### config.mk
export PLATFORM = sky130hd
export DESIGN_NAME = imem_loader
export DESIGN_NICKNAME = d
export VERILOG_FILES = /design/src/rtl/imem_loader.sv
export SDC_FILE = /design/constraint.sdc
export NUM_CORES = 1
export LEC_CHECK = 0
export ABC_AREA = 1
export BUFFER_PORTS_ARGS = -buffer_cell sky130_fd_sc_hd__buf_4
export CAP_MARGIN = 5
export CORE_ASPECT_RATIO = 1.5
export CORE_MARGIN = 2
export CORE_UTILIZATION = 35
export DETAILED_ROUTE_END_ITERATION = 8
export GPL_TIMING_DRIVEN = 0
export PLACE_DENSITY = 0.61
export SYNTH_ARGS = -nofsm -noshare
export SYNTH_HDL_FRONTEND = slang
export SYNTH_SLANG_ARGS = --single-unit
### constraint.sdc
create_clock -name clk -period 1.5 [get_ports clk]
set_input_delay 0.225 -clock clk [delete_from_list [all_inputs] [get_ports clk]]
set_output_delay 0.225 -clock clk [all_outputs]
set_load 0.05 [all_outputs]
### src/rtl/imem_loader.sv
// Byte-stream program loader: receives a framed program (sync, word count, big-endian words, XOR checksum)
// and writes it into instruction memory while holding the processor in reset until the frame checks good.
module imem_loader #(
    parameter int          ADDR_WIDTH = 12,
    parameter int unsigned MAX_WORDS  = 4096
) (
    input  logic                  clk,
    input  logic                  reset,
    input  logic [7:0]            in_data,
    input  logic                  in_valid,
    output logic                  in_ready,
    output logic                  wren_imem,
    output logic [ADDR_WIDTH-1:0] address_imem,
    output logic [31:0]           data_imem,
    output logic                  cpu_reset,
    output logic                  busy,
    output logic                  done,
    output logic                  error
);

    localparam logic [7:0] SYNC = 8'hA5;

    typedef enum logic [2:0] {
        IDLE,
        CNT_HI,
        CNT_LO,
        DATA,
        CHK,
        DONE,
        ERR
    } state_t;

    state_t                  state;
    logic [7:0]              cnt_hi;
    logic [15:0]             words_left;
    logic [ADDR_WIDTH-1:0]   word_idx;
    logic [1:0]              byte_idx;
    logic [31:0]             word_p0;
    logic [7:0]              csum;
    logic [15:0]             n_word;
    logic [31:0]             word_full;

    assign in_ready  = 1'b1;
    assign n_word    = {cnt_hi, in_data};
    assign word_full = {word_p0[23:0], in_data};

    always_ff @(posedge clk or negedge reset) begin
        if (!reset) begin
            state        <= IDLE;
            cnt_hi       <= '0;
            words_left   <= '0;
            word_idx     <= '0;
            byte_idx     <= '0;
            word_p0      <= '0;
            csum         <= '0;
            wren_imem    <= 1'b0;
            address_imem <= '0;
            data_imem    <= '0;
            cpu_reset    <= 1'b1;
            busy         <= 1'b0;
            done         <= 1'b0;
            error        <= 1'b0;
        end else begin
            wren_imem <= 1'b0;
            if (in_valid) begin
                case (state)
                    IDLE: begin
                        if (in_data == SYNC) begin
                            state <= CNT_HI;
                            busy  <= 1'b1;
                        end
                    end
                    CNT_HI: begin
                        cnt_hi <= in_data;
                        state  <= CNT_LO;
                    end
                    CNT_LO: begin
                        word_idx   <= '0;
                        byte_idx   <= '0;
                        csum       <= '0;
                        words_left <= n_word;
                        if ({16'd0, n_word} > MAX_WORDS) begin
                            state <= ERR;
                            error <= 1'b1;
                            busy  <= 1'b0;
                        end else if (n_word == 16'd0) begin
                            state <= CHK;
                        end else begin
                            state <= DATA;
                        end
                    end
                    // Assembly stage (word_p0) feeds a separate write stage so full-rate bytes never drop a write
                    DATA: begin
                        word_p0  <= word_full;
                        csum     <= csum ^ in_data;
                        byte_idx <= byte_idx + 2'd1;
                        if (byte_idx == 2'd3) begin
                            wren_imem    <= 1'b1;
                            address_imem <= word_idx;
                            data_imem    <= word_full;
                            word_idx     <= word_idx + ADDR_WIDTH'(1);
                            words_left   <= words_left - 16'd1;
                            if (words_left == 16'd1)
                                state <= CHK;
                        end
                    end
                    CHK: begin
                        busy <= 1'b0;
                        if (in_data == csum) begin
                            state     <= DONE;
                            done      <= 1'b1;
                            cpu_reset <= 1'b0;
                        end else begin
                            state <= ERR;
                            error <= 1'b1;
                        end
                    end
                    DONE: begin
                        if (in_data == SYNC) begin
                            state     <= CNT_HI;
                            done      <= 1'b0;
                            cpu_reset <= 1'b1;
                            busy      <= 1'b1;
                        end
                    end
                    ERR: begin
                        if (in_data == SYNC) begin
                            state <= CNT_HI;
                            error <= 1'b0;
                            busy  <= 1'b1;
                        end
                    end
                    default: state <= IDLE;
                endcase
            end
        end
    end

endmodule

After elaboration in Yosys (flattened, before gate mapping)
Index checks and enable logic that the tools add are counted.
Storage, ports and cells
  bits in registers: 122
  word-level logic and storage cells: 80
  input bits: 11
  output and inout bits: 50
Cells by class
  reductions and logical operators: 16
  multiplexer cells: 27
  add/subtract/negate cells: 3
  bitwise gates (word level): 1
  magnitude comparators: 1
  equality and inequality tests: 18
Operator list (number)
  16-bit one-hot mux with 2 select lines: 1
  12-bit one-hot mux with 2 select lines: 1
  16-bit by 1-bit == test with 1-bit output (second input constant): 1
  16-bit by 13-bit > comparator with 1-bit output (second input constant): 1
  16-bit zero test: 1
  16-bit 2-to-1 mux: 1
  8-bit one-hot mux with 2 select lines: 1
  16-bit by 1-bit subtractor with 16-bit output (second input constant): 1
  3-bit 2-to-1 mux: 5
  3-bit one-hot mux with 5 select lines: 1
  2-bit != test (second input constant): 7
  12-bit by 1-bit adder with 12-bit output (second input constant): 1
  12-bit 2-to-1 mux: 1
  4-bit AND reduction: 3
  1-bit 2-to-1 mux: 10
  3-bit == test (second input constant): 3
  8-bit == test: 1
  8-bit == test (second input constant): 1
  8-bit XOR: 1
  3-bit by 2-bit == test with 1-bit output (second input constant): 2
  1-bit one-hot mux with 3 select lines: 2
  2-bit AND reduction: 3
  3-bit AND reduction: 2
  3-bit nonzero test: 2
  11 further kinds: 13

Logic depth before layout (Yosys ltp)
Gate-level depths: netlist of run 1.
  depth after elaboration: 4
  depth in mapped cells: 11
  gate-level depth less buffers: 11

Least setup slack after synthesis of run 1
Ideal clock, no wire load.
  path type: register to register
  from: register state[2]
  to: register data_imem[1]
  cell stages (with the launch flop): 11
  period minus slack after synthesis: 1.526 ns
  buffers on the path: 2
  path slack: -0.026 ns
  arrival time: 1.406 ns
  setup time: 0.120 ns
  cells stage by stage: dfrtp_1 > inv_2 > nand2_2 > nor2_4 > inv_2 > nor2_8 > nand2_2 > buf_6 > buf_6 > nand2_1 > o21ai_2
Between the ends
  word-level cells in the longest chain between the ends: 2
Ends and longest elaborated chain
  start: declaration: RTL line 33  | state_t state;
  start signal: assignment: RTL line 49  | state <= IDLE;
  start signal: assignment: RTL line 69  | state <= CNT_HI;
  start signal: assignment: RTL line 75  | state <= CNT_LO;
  3-bit by 2-bit == test with 1-bit output: RTL line 66  | case (state)
  3-bit AND reduction (no source line)
  end signal: assignment: RTL line 100  | data_imem <= word_full;
  end: declaration: RTL line 14  | output logic [31:0] data_imem,
Every way passes these cells.
A chain may end at the register's enable or synchronous reset.

Final worst setup path of run 1
  from: register byte_idx[0]
  to: register word_idx[2]
Between the ends
  word-level cells in the longest chain between the ends: 3
Ends and longest elaborated chain
  start: declaration: RTL line 37  | logic [1:0] byte_idx;
  start signal: assignment: RTL line 96  | byte_idx <= byte_idx + 2'd1;
  2-bit == test: RTL line 97  | if (byte_idx == 2'd3) begin
  2-bit != test (no source line)
  3-bit AND reduction (no source line)
  end signal: assignment: RTL line 101  | word_idx <= word_idx + ADDR_WIDTH'(1);
  end: declaration: RTL line 36  | logic [ADDR_WIDTH-1:0] word_idx;
Every way passes these cells.

==> impl_metrics.py, run 1 <==
metrics = {
    "run_status": {
        "status": "finished, violations left",
        "violations": "negative setup slack",
    },
    "timing": {
        "worstMarginPinSlew_ps": 510,
        "hold_ws_ps": 81.3,
        "period_needed_ps": 1610,
        "fmax_mhz": 620,
        "hold_violations": 0,
        "setup_viol": 28,
        "period_share_pct": 108,
        "drv_slew": 0,
        "worst_slack_ps": -114,
        "rsz0062_at_grt": "true",
        "finClkSkew_ps": 8.18,
        "timing.slew.headroom_pct": 66.0,
    },
    "route": {
        "routed_wl_mm": 17.4,
        "drtIter0Drc": 391,
        "wl_met3_um": 655,
        "via_count": 5237,
        "vias_per_cell": 5.07,
        "wl_met2_mm": 9.35,
        "met1_length_mm": 6.72,
        "dr.pass1.iters": 5,
        "drcViolationCount": 0,
        "top_layer_used": "met4",
        "wl_per_cell_um": 16.8,
        "antenna_left": 0,
    },
    "setup_path": {
        "crit_type": "reg2reg",
        "critPathMaxFanout": 5,
        "required_ps": 1870,
        "worst_ep_arrival_time_ps": 1980,
        "crit_family": "flip-flops",
        "cpMostUsedCell": "nand2_4",
        "worstSetupStartpointType": "register",
        "crit_chain": "ha_2 -> inv_1 -> nand2_4 -> nand2_8 -> inv_6 -> buf_8 -> nand2_4 -> a21oi_1 -> o21a_1",
        "critPathCaptureType": "register",
        "slowest_stage": "dfrtp_1",
        "cp.buffers_inverters": 3,
        "critPathMaxStageDelay_ps": 380,
    },
    "cells_and_area": {
        "drive_above_1_share_pct": 38.4,
        "n_antenna_cell": 0,
        "regArea_um2": 3070,
        "area_growth_pct": 49.2,
        "nets": 832,
        "fill_cells": 1388,
        "multi_input_area_um2": 2820,
        "fin_area_um2": 8430,
    },
    "clock_tree": {
        "root_buffer": "clkbuf_16",
        "clkLatencyLatePin_ps": 430,
        "cts_buffers": 17,
        "cts_buffer_depth": 2,
        "path_clk_slew_ps": 60,
        "htreeDepth": 4,
        "cts_tree": "yes",
        "cts.sink_count": 122,
    },
    "die": {
        "ios": 61,
        "rows": 56,
        "die-area_um2": 17200,
        "die_x_um": 108,
        "dieHeight_um": 160,
        "core_um2": 15700,
        "start_util_pct": 36.0,
    },
    "power": {
        "ir_drop_mv": 0.794,
        "intPower_mw": 9.21,
        "switching_share_pct": 39.8,
        "fin_total_pwr_mw": 15.3,
        "switchingPower_mw": 6.09,
        "cellPowerDensity_nw_per_um2": 1810,
        "seq_power_share_pct": 34.1,
        "combPwrFrac_pct": 37.5,
        "p_leak_nw": 4.02,
        "clkPwrFrac_pct": 28.4,
    },
    "logic_synthesis": {
        "syn_area_um2": 5650,
        "syn_nets": 713,
        "synth_cell_types": 35,
        "yosysSeqAreaShare_pct": 54.0,
        "ys_seq_elements": 122,
        "syn_avg_cell_area_um2": 8.10,
        "yosysWarnings": 0,
        "synthCells": 698,
    },
    "hold_path": {
        "min_path_type": "in2reg",
    },
    "run": {
        "drv_cap": 0,
    },
    "placement": {
        "hpwlAfterDp_mm": 10.5,
        "place_congestion": 0.874,
        "numPortBuffers": 59,
        "placed_cell_area_um2": 6390,
    },
    "grt": {
        "grt_overflow": 0,
        "grt_max_degree": 75,
        "grtUsageTotal_pct": 19.1,
        "grt_pass1_wl_mm": 25.5,
        "antenna_found_initial": 0,
        "grt_pass1_vias": 5120,
    },
}
-- flip-flops by register name, summed over array words and instances (netlist names) --
register,flops
address_imem,12
busy,1
byte_idx,2
cnt_hi,8
cpu_reset,1
csum,8
data_imem,32
done,1
error,1
state,3
word_idx,12
word_p0,24
words_left,16
wren_imem,1
-- through the flow --
step | worst slack [ps] | cells | utilization (%) | TNS (ps)
after floorplan | 10.4 | 698 | - | 0
after global placement | -306 | 960 | 40.5 | -46170
after detailed placement | -302 | 961 | 40.7 | -20700
after CTS | -33.9 | 1020 | 48.9 | -326
after global routing | -177 | 1033 | 53.7 | -6220
final | -114 | 1033 | 53.7 | -739
-- worst paths after layout --
| kind | from | to | slack, ps | depth (start not counted) |
|---|---|---|---|---|
| setup / recovery | byte_idx[0] | word_idx[2] | -110 | 9 |
| hold / removal | in_data[3] | word_p0[3] | 80 | 3 |
| setup reg to reg | byte_idx[0] | word_idx[2] | -110 | 9 |
| hold reg to reg | address_imem[3] | address_imem[3] | 480 | 2 |
| max in group asynchronous | reset | cpu_reset | 480 | 3 |
| min in group asynchronous | reset | error | 310 | 2 |
-- cell families (layout without fill, tap and decap cells) --
kind of cell             Yosys count  count (layout)  share of synthesized area, %
other                              1               1                        0.0663
AND/OR/NAND/NOR                  325             325                          23.5
adder cells (fa/ha/maj)            4               4                         0.885
flip-flops                       122             122                          54.0
XOR/XNOR                           5               5                         0.775
AO/OA/AOI/OAI                    135             135                          12.8
buffers and inverters            106             238                          7.92
-- final cells by class --
class | instances | share of cell area, %
Timing Repair Buffer | 102 | 12.2
Clock inverter | 14 | 2.23
Clock buffer | 18 | 5.09
Sequential cell | 122 | 36.4
Multi-Input combinational cell | 470 | 33.4
Tap cell | 203 | 3.01
Inverter | 82 | 3.95
Buffer | 22 | 3.75
-- metal layers --
metal	track usage (%)	vias up
li1	-	2477
met1	21.8	2546
met2	32.9	165
met3	3.55	49
met4	10.8	0
met5	0	-
-- worst reg2reg max path: stages (launching register included) --
cell and delay, ps:
dfrtp_1 380, ha_2 230, inv_1 90, nand2_4 110, nand2_8 80, inv_6 120
buf_8 160, nand2_4 60, a21oi_1 170, o21a_1 140
-- synth_stat cells --
| master | number | area, µm² |
|---|---|---|
| o21ai_1 | 11 | 55.1 |
| nor2_1 | 56 | 210 |
| dfrtp_1 | 121 | 3030 |
| a22o_1 | 1 | 8.76 |
| nand2_2 | 3 | 18.8 |
| conb_1 | 1 | 3.75 |
| nor4_1 | 1 | 6.26 |
| xor2_1 | 3 | 26.3 |
| nor2_8 | 1 | 20.0 |
| a21oi_1 | 11 | 55.1 |
| o21ai_0 | 93 | 465 |
| nand4_1 | 7 | 43.8 |
| inv_1 | 78 | 293 |
| o22ai_1 | 8 | 50.1 |
| buf_4 | 3 | 22.5 |
| o21ai_2 | 4 | 35.0 |
| inv_2 | 4 | 15.0 |
| nand3_1 | 23 | 115 |
| xnor2_1 | 2 | 17.5 |
| nor3_1 | 10 | 50.1 |
| o211ai_1 | 1 | 7.51 |
| buf_6 | 3 | 33.8 |
| dfstp_2 | 1 | 26.3 |
| o21bai_1 | 1 | 7.51 |
| a22oi_1 | 1 | 7.51 |
| a21boi_0 | 1 | 7.51 |
| o21a_1 | 2 | 15.0 |
| buf_2 | 13 | 65.1 |
| nor2_4 | 2 | 22.5 |
| clkbuf_1 | 5 | 18.8 |
| ha_1 | 4 | 50.1 |
| or2_2 | 1 | 6.26 |
| nand3b_1 | 2 | 15.0 |
| nand2_1 | 219 | 822 |
| a2bb2oi_1 | 1 | 8.76 |
-- power groups by stage --
stage                     combinational, mW  clock (mW)  sequential, mW
after CTS                              4.80        4.36            5.02
after global placement                 4.01           0            5.00
final                                  5.74        4.35            5.22
after global routing                   6.26        4.54            5.33
after floorplan                        2.27           0            5.57
after detailed placement               4.08           0            5.01
-- what timing repair did --
action                                 in CTS  in global routing
setup endpoints to repair                 117                115
pin swaps                                  12                 28
buffers inserted                           24                  8
hold buffers                                1                  0
cloned                                      4                  6
resized for setup                         145                188
endpoints found under the hold margin      48                  0
-- cell usage in the layout, fill, tap and decap left out, types with 7 or more instances in the layout --
master     synthesis  final
nand4_1            7      7
o21ai_1           11     37
nor2_1            56     33
buf_4              3     80
buf_12             0      7
nor2_2             0     15
dfrtp_1          121    111
nand2_4            0     25
nor2_4             2     10
inv_1             78     72
buf_8              0     12
o21ai_2            4     33
nor3_1            10      7
clkbuf_16          0     23
o21ai_0           93     35
dfrtp_2            0     10
a21oi_1           11      8
nand2_1          219    159
buf_6              3     14
nand2_2            3     37
nand3_1           23     19
Note: power is estimated with default switching activity, not from simulation.
==> inputs of run 2 (changes only) <==
Settings changed: CORE_UTILIZATION 35 to 45, PLACE_DENSITY 0.61 to 0.71.
Clock period 1.5 ns to 1.9 ns, I/O delays scaled along.
==> run 2 against run 1 <==
Effect of this change:
- the flow now finishes without violations
- combinational power is 43% lower
- critical path depth grew 1
- design area fell by 17%
- setup slack improved by 210 ps
- sequential share of layout area grew 7.3 points
- power decreased by 30%
- final cell count is 7.9% lower
- sequential power shrank 24%
- via count decreased by 4.7%
- utilization rose by 2.8 points
- largest power group is now registers
==> impl_metrics.py, run 2 (synthesis gave the netlist of run 1 again) <==
metrics = {
    "placement": {
        "place_congestion": 0.902,
        "hpwlAfterDp_mm": 10.4,
        "dp.cells": 914,
        "numPortBuffers": 59,
        "placed_cell_area_um2": 6320,
    },
    "setup_path": {
        "worst_ep_arrival_time_ps": 2090,
        "r2r_start": "state[2]",
        "endpoint": "address_imem[10]",
        "required_ps": 2190,
        "critPathCaptureType": "register",
        "crit_start": "state[2]",
        "crit_type": "reg2reg",
        "worstSetupStartpointType": "register",
        "rrSetupSlack_ps": 100,
        "slowest_stage": "dfrtp_2",
        "critPathMaxStageDelay_ps": 440,
        "r2r_cells": 10,
        "reg2reg_to": "address_imem[10]",
        "crit_chain": "inv_2 -> nand2_2 -> nor2_4 -> inv_2 -> nor2_8 -> nand2_4 -> buf_6 -> buf_6 -> nand2_1 -> o21ai_1",
        "critPathMaxFanout": 10,
    },
    "grt": {
        "grtUsageMet2_pct": 38.9,
        "grt_pass1_vias": 5022,
        "grtUsageTotal_pct": 23.0,
        "grt_max_degree": 79,
        "grt_pass1_wl_mm": 24.1,
        "globalRouteMet1Util_pct": 27.2,
        "grt_overflow": 0,
        "use_met3_pct": 5.05,
        "antenna_found_initial": 0,
        "busiest_layer": "met2",
    },
    "cells_and_area": {
        "fill_cells": 1103,
        "final_cell_mix": "219 x nand2_1, 120 x dfrtp_1, 89 x o21ai_0",
        "top_regs": "data_imem: 32 flops, word_p0: 24 flops, words_left: 16 flops",
        "final_common_cell": "nand2_1",
        "instances_no_fill": 951,
        "largest_reg_flops": 32,
        "nets": 797,
        "multi_input_area_um2": 2160,
        "fin_area_um2": 7010,
        "area_growth_pct": 23.9,
        "regArea_um2": 3060,
        "drive_above_1_share_pct": 17.4,
        "top_register": "data_imem",
        "n_antenna_cell": 0,
    },
    "clock_tree": {
        "cts.sink_count": 122,
        "root_buffer": "clkbuf_16",
        "cts_tree": "yes",
        "htreeDepth": 4,
        "cts_buffer_depth": 2,
        "clkLatencyLatePin_ps": 410,
        "path_clk_slew_ps": 60,
        "cts_buffers": 17,
    },
    "timing": {
        "setup_viol": 0,
        "hold_violations": 0,
        "fmax_mhz": 555,
        "drv_slew": 0,
        "worstMarginPinSlew_ps": 677,
        "timing.slew.headroom_pct": 54.5,
        "period_share_pct": 94.9,
        "hold_ws_ps": 131,
        "period_needed_ps": 1800,
        "finClkSkew_ps": 7.20,
        "tns_ps": 0,
    },
    "die": {
        "start_util_pct": 45.6,
        "dieHeight_um": 141,
        "rows": 50,
        "ios": 61,
        "core_um2": 12400,
        "die-area_um2": 13500,
        "die_x_um": 95.5,
    },
    "route": {
        "routed_wl_mm": 14.5,
        "drtIter0Drc": 372,
        "wl_per_cell_um": 15.3,
        "dr.pass1.iters": 7,
        "vias_per_cell": 5.25,
        "via_count": 4993,
        "drcViolationCount": 0,
        "antenna_left": 0,
    },
    "run_status": {
        "status": "finished, final reports clean",
    },
    "power": {
        "ir_drop_mv": 0.766,
        "p_leak_nw": 3.56,
        "cellPowerDensity_nw_per_um2": 1520,
    },
    "hold_path": {
        "hold_depth": 3,
        "min_path_type": "in2reg",
    },
    "run": {
        "drv_cap": 0,
    },
}
## run 2: cell count changes in the layout (fill, tap and decap cells not counted), moves of 22 or more
cell and delta:
nand2_1 +60, o21ai_0 +54, nand2_2 -35, o21ai_2 -29
nand2_4 -24, o21ai_1 -22
## run 2: timing repair
action                                 4_1_cts  5_1_grt
endpoints found under the hold margin       43        0
resized for setup                            0       17
hold buffers                                 1        0
setup endpoints to repair                    0       59
setup buffers                                0        4
## run 2: routing by layer
metal  up-vias  wire, µm
met5         -         0
li1       2395         -
met3        42       640
met1      2381      5930
met4         0       553
met2       175      7430
## run 2: power by group
group | leakage (nW) | internal, mW | switching (mW)
Combinational | 1.66 | 1.05 | 2.24
Sequential | 1.60 | 3.40 | 0.552
Clock | 0.302 | 2.13 | 1.26
Total | 3.56 | 6.59 | 4.06
## run 2: worst max-delay path, delay by kind of cell (launching register included)
| family | cells | cell delay, ps |
|---|---|---|
| AND/OR/NAND/NOR | 5 | 630 |
| flip-flops | 1 | 440 |
| AO/OA/AOI/OAI | 1 | 60 |
| buffers and inverters | 4 | 550 |
## run 2: worst min path at each step
stage | startpoint | end | slack [ps]
final | in_data[6] | word_p0[6] | 130
after global routing | in_data[6] | word_p0[6] | 160
after CTS | in_data[6] | word_p0[6] | 120
after detailed placement | reset | words_left[10] | 250
after global placement | word_p0[22] | data_imem[30] | 460
after floorplan | reset | address_imem[0] | -10
## run 2: layout make-up
| class | count | area share (%) |
|---|---|---|
| Sequential cell | 122 | 43.6 |
| Timing Repair Buffer | 65 | 7.34 |
| Multi-Input combinational cell | 470 | 30.8 |
| Tap cell | 156 | 2.79 |
| Clock buffer | 18 | 6.27 |
| Clock inverter | 14 | 2.64 |
| Buffer | 24 | 2.11 |
| Inverter | 82 | 4.39 |
## run 2: per-stage QoR
step / power [mW] / setup slack [ps] / utilization (%)
floorplan: 6.18 / 374 / -
CTS: 10.6 / 43.2 / 56.2
global placement: 7.06 / 103 / 50.8
detailed placement: 7.20 / 66.7 / 51.0
global route: 11.3 / -7.03 / 56.6
finish: 10.6 / 97.2 / 56.6
==> inputs of run 3 (changes only) <==
==> constraint.sdc (replaced) <==
create_clock -name clk -period 1.9 [get_ports clk]
set_input_delay 0.475 -clock clk [delete_from_list [all_inputs] [get_ports clk]]
set_output_delay 0.475 -clock clk [all_outputs]
set_load 0.05 [all_outputs]
==> run 3 against run 2 <==
Effect of this change:
- largest cell class unchanged
- flip-flop and latch count is the same
- final cell count shrank 0.11%
- first-iteration DRC count shrank 4.6%
- the flow now finishes with violations (negative hold slack)
==> impl_metrics.py, run 3 (synthesis gave the netlist of run 1 again) <==
metrics = {
    "setup_path": {
        "crit_start": "state[2]",
        "slowest_stage": "dfrtp_2",
        "r2r_start": "state[2]",
        "rrSetupSlack_ps": 100,
        "crit_family": "simple AND/OR/NAND/NOR gates",
        "r2r_cells": 10,
        "cp.buffers_inverters": 4,
        "crit_type": "reg2reg",
        "worst_ep_arrival_time_ps": 2090,
        "required_ps": 2190,
        "critPathMaxFanout": 10,
        "reg2reg_to": "address_imem[10]",
        "crit_chain": "inv_2 -> nand2_2 -> nor2_4 -> inv_2 -> nor2_8 -> nand2_4 -> buf_6 -> buf_6 -> nand2_1 -> o21ai_1",
        "critPathMaxStageDelay_ps": 440,
        "critPathCaptureType": "register",
        "worstSetupStartpointType": "register",
    },
    "timing": {
        "setup_viol": 0,
        "timing.slew.headroom_pct": 54.1,
        "finClkSkew_ps": 8.44,
        "fmax_mhz": 556,
        "hold_ws_ps": -8.73,
        "hold_violations": 4,
        "worst_slack_ps": 101,
        "worstMarginPinSlew_ps": 683,
        "period_needed_ps": 1800,
        "drv_slew": 0,
        "period_share_pct": 94.7,
    },
    "grt": {
        "grt_pass1_wl_mm": 24.1,
        "antenna_found_initial": 0,
        "grt_pass1_vias": 5022,
        "grtUsageTotal_pct": 23.0,
        "grt_overflow": 0,
        "grt_max_degree": 79,
    },
    "die": {
        "die-area_um2": 13500,
        "core_um2": 12400,
        "dieHeight_um": 141,
        "rows": 50,
        "start_util_pct": 45.6,
        "die_x_um": 95.5,
        "ios": 61,
    },
    "run": {
        "drv_cap": 0,
    },
    "cells_and_area": {
        "fin_area_um2": 7000,
        "area_growth_pct": 23.7,
        "n_antenna_cell": 0,
        "nets": 796,
        "top_register": "data_imem",
        "top_regs": "data_imem: 32 flops, word_p0: 24 flops, words_left: 16 flops",
        "instances_no_fill": 950,
        "largest_reg_flops": 32,
        "final_cell_mix": "219 x nand2_1, 120 x dfrtp_1, 89 x o21ai_0",
        "final_common_cell": "nand2_1",
        "fin_util_pct": 56.5,
        "drive_above_1_share_pct": 17.4,
    },
    "route": {
        "wl_per_cell_um": 15.4,
        "dr.pass1.iters": 5,
        "drtIter0Drc": 355,
        "antenna_left": 0,
        "routed_wl_mm": 14.6,
        "via_count": 4982,
        "drcViolationCount": 0,
        "vias_per_cell": 5.24,
    },
    "power": {
        "p_leak_nw": 3.55,
        "cellPowerDensity_nw_per_um2": 1520,
        "ir_drop_mv": 0.767,
    },
    "placement": {
        "hpwlAfterDp_mm": 10.4,
        "place_congestion": 0.902,
        "pre_cts_ws_ps": -25.3,
        "dp.cells": 914,
        "placed_cell_area_um2": 6320,
        "numPortBuffers": 59,
    },
    "clock_tree": {
        "clkLatencyLatePin_ps": 410,
        "root_buffer": "clkbuf_16",
        "cts_buffer_depth": 2,
        "path_clk_slew_ps": 60,
        "cts_tree": "yes",
        "htreeDepth": 4,
        "cts_buffers": 17,
        "holdBufCountCts": 0,
        "cts.sink_count": 122,
    },
    "run_status": {
        "status": "finished, violations left",
        "violations": "negative hold slack",
    },
    "hold_path": {
        "min_path_type": "in2async",
    },
}
run 3: cell type report:
class	instances	area, µm²
fillers	1103	5390
flip-flops and latches	122	3060
multi-input cells	470	2160
repair buffers	64	504
clock buffers	18	439
inverters	82	308
well taps	156	195
clock inverters	14	185
plain buffers	24	148
run 3: layer usage:
metal / share of wire (%) / up-vias / global-route usage (%) / wire length [µm]
li1: - / 2397 / - / -
met1: 41 / 2369 / 27.2 / 5940
met2: 51 / 172 / 38.9 / 7430
met3: 4.6 / 44 / 5.05 / 664
met4: 3.8 / 0 / 11.3 / 552
met5: 0 / - / 0 / 0
run 3: how the worst max path moves through the flow:
| stage | to | cells after the start |
|---|---|---|
| 3_5_place_dp | words_left[14] | 9 |
| 5_1_grt | address_imem[10] | 10 |
| 4_1_cts | data_imem[17] | 8 |
| 2_1_floorplan | data_imem[1] | 10 |
| 6_report | address_imem[10] | 10 |
| 3_3_place_gp | data_imem[27] | 1 |
run 3: where the power goes:
part / internal (mW) / leakage, nW / total (mW) / switching, mW
clock network: 2.13 / 0.302 / 3.39 / 1.26
logic: 1.05 / 1.65 / 3.30 / 2.25
registers: 3.40 / 1.60 / 3.96 / 0.553
run 3: per-stage QoR:
step / setup TNS, ps / power, mW
after global routing: -13.6 / 11.3
after CTS: 0 / 10.6
after global placement: 0 / 7.06
after detailed placement: -25.3 / 7.20
after floorplan: 0 / 6.18
final: 0 / 10.6
run 3: repair_timing:
item | 4_1_cts | 5_1_grt
buffers inserted | 0 | 4
endpoints found under the setup margin | 0 | 59
resized for setup | 0 | 17
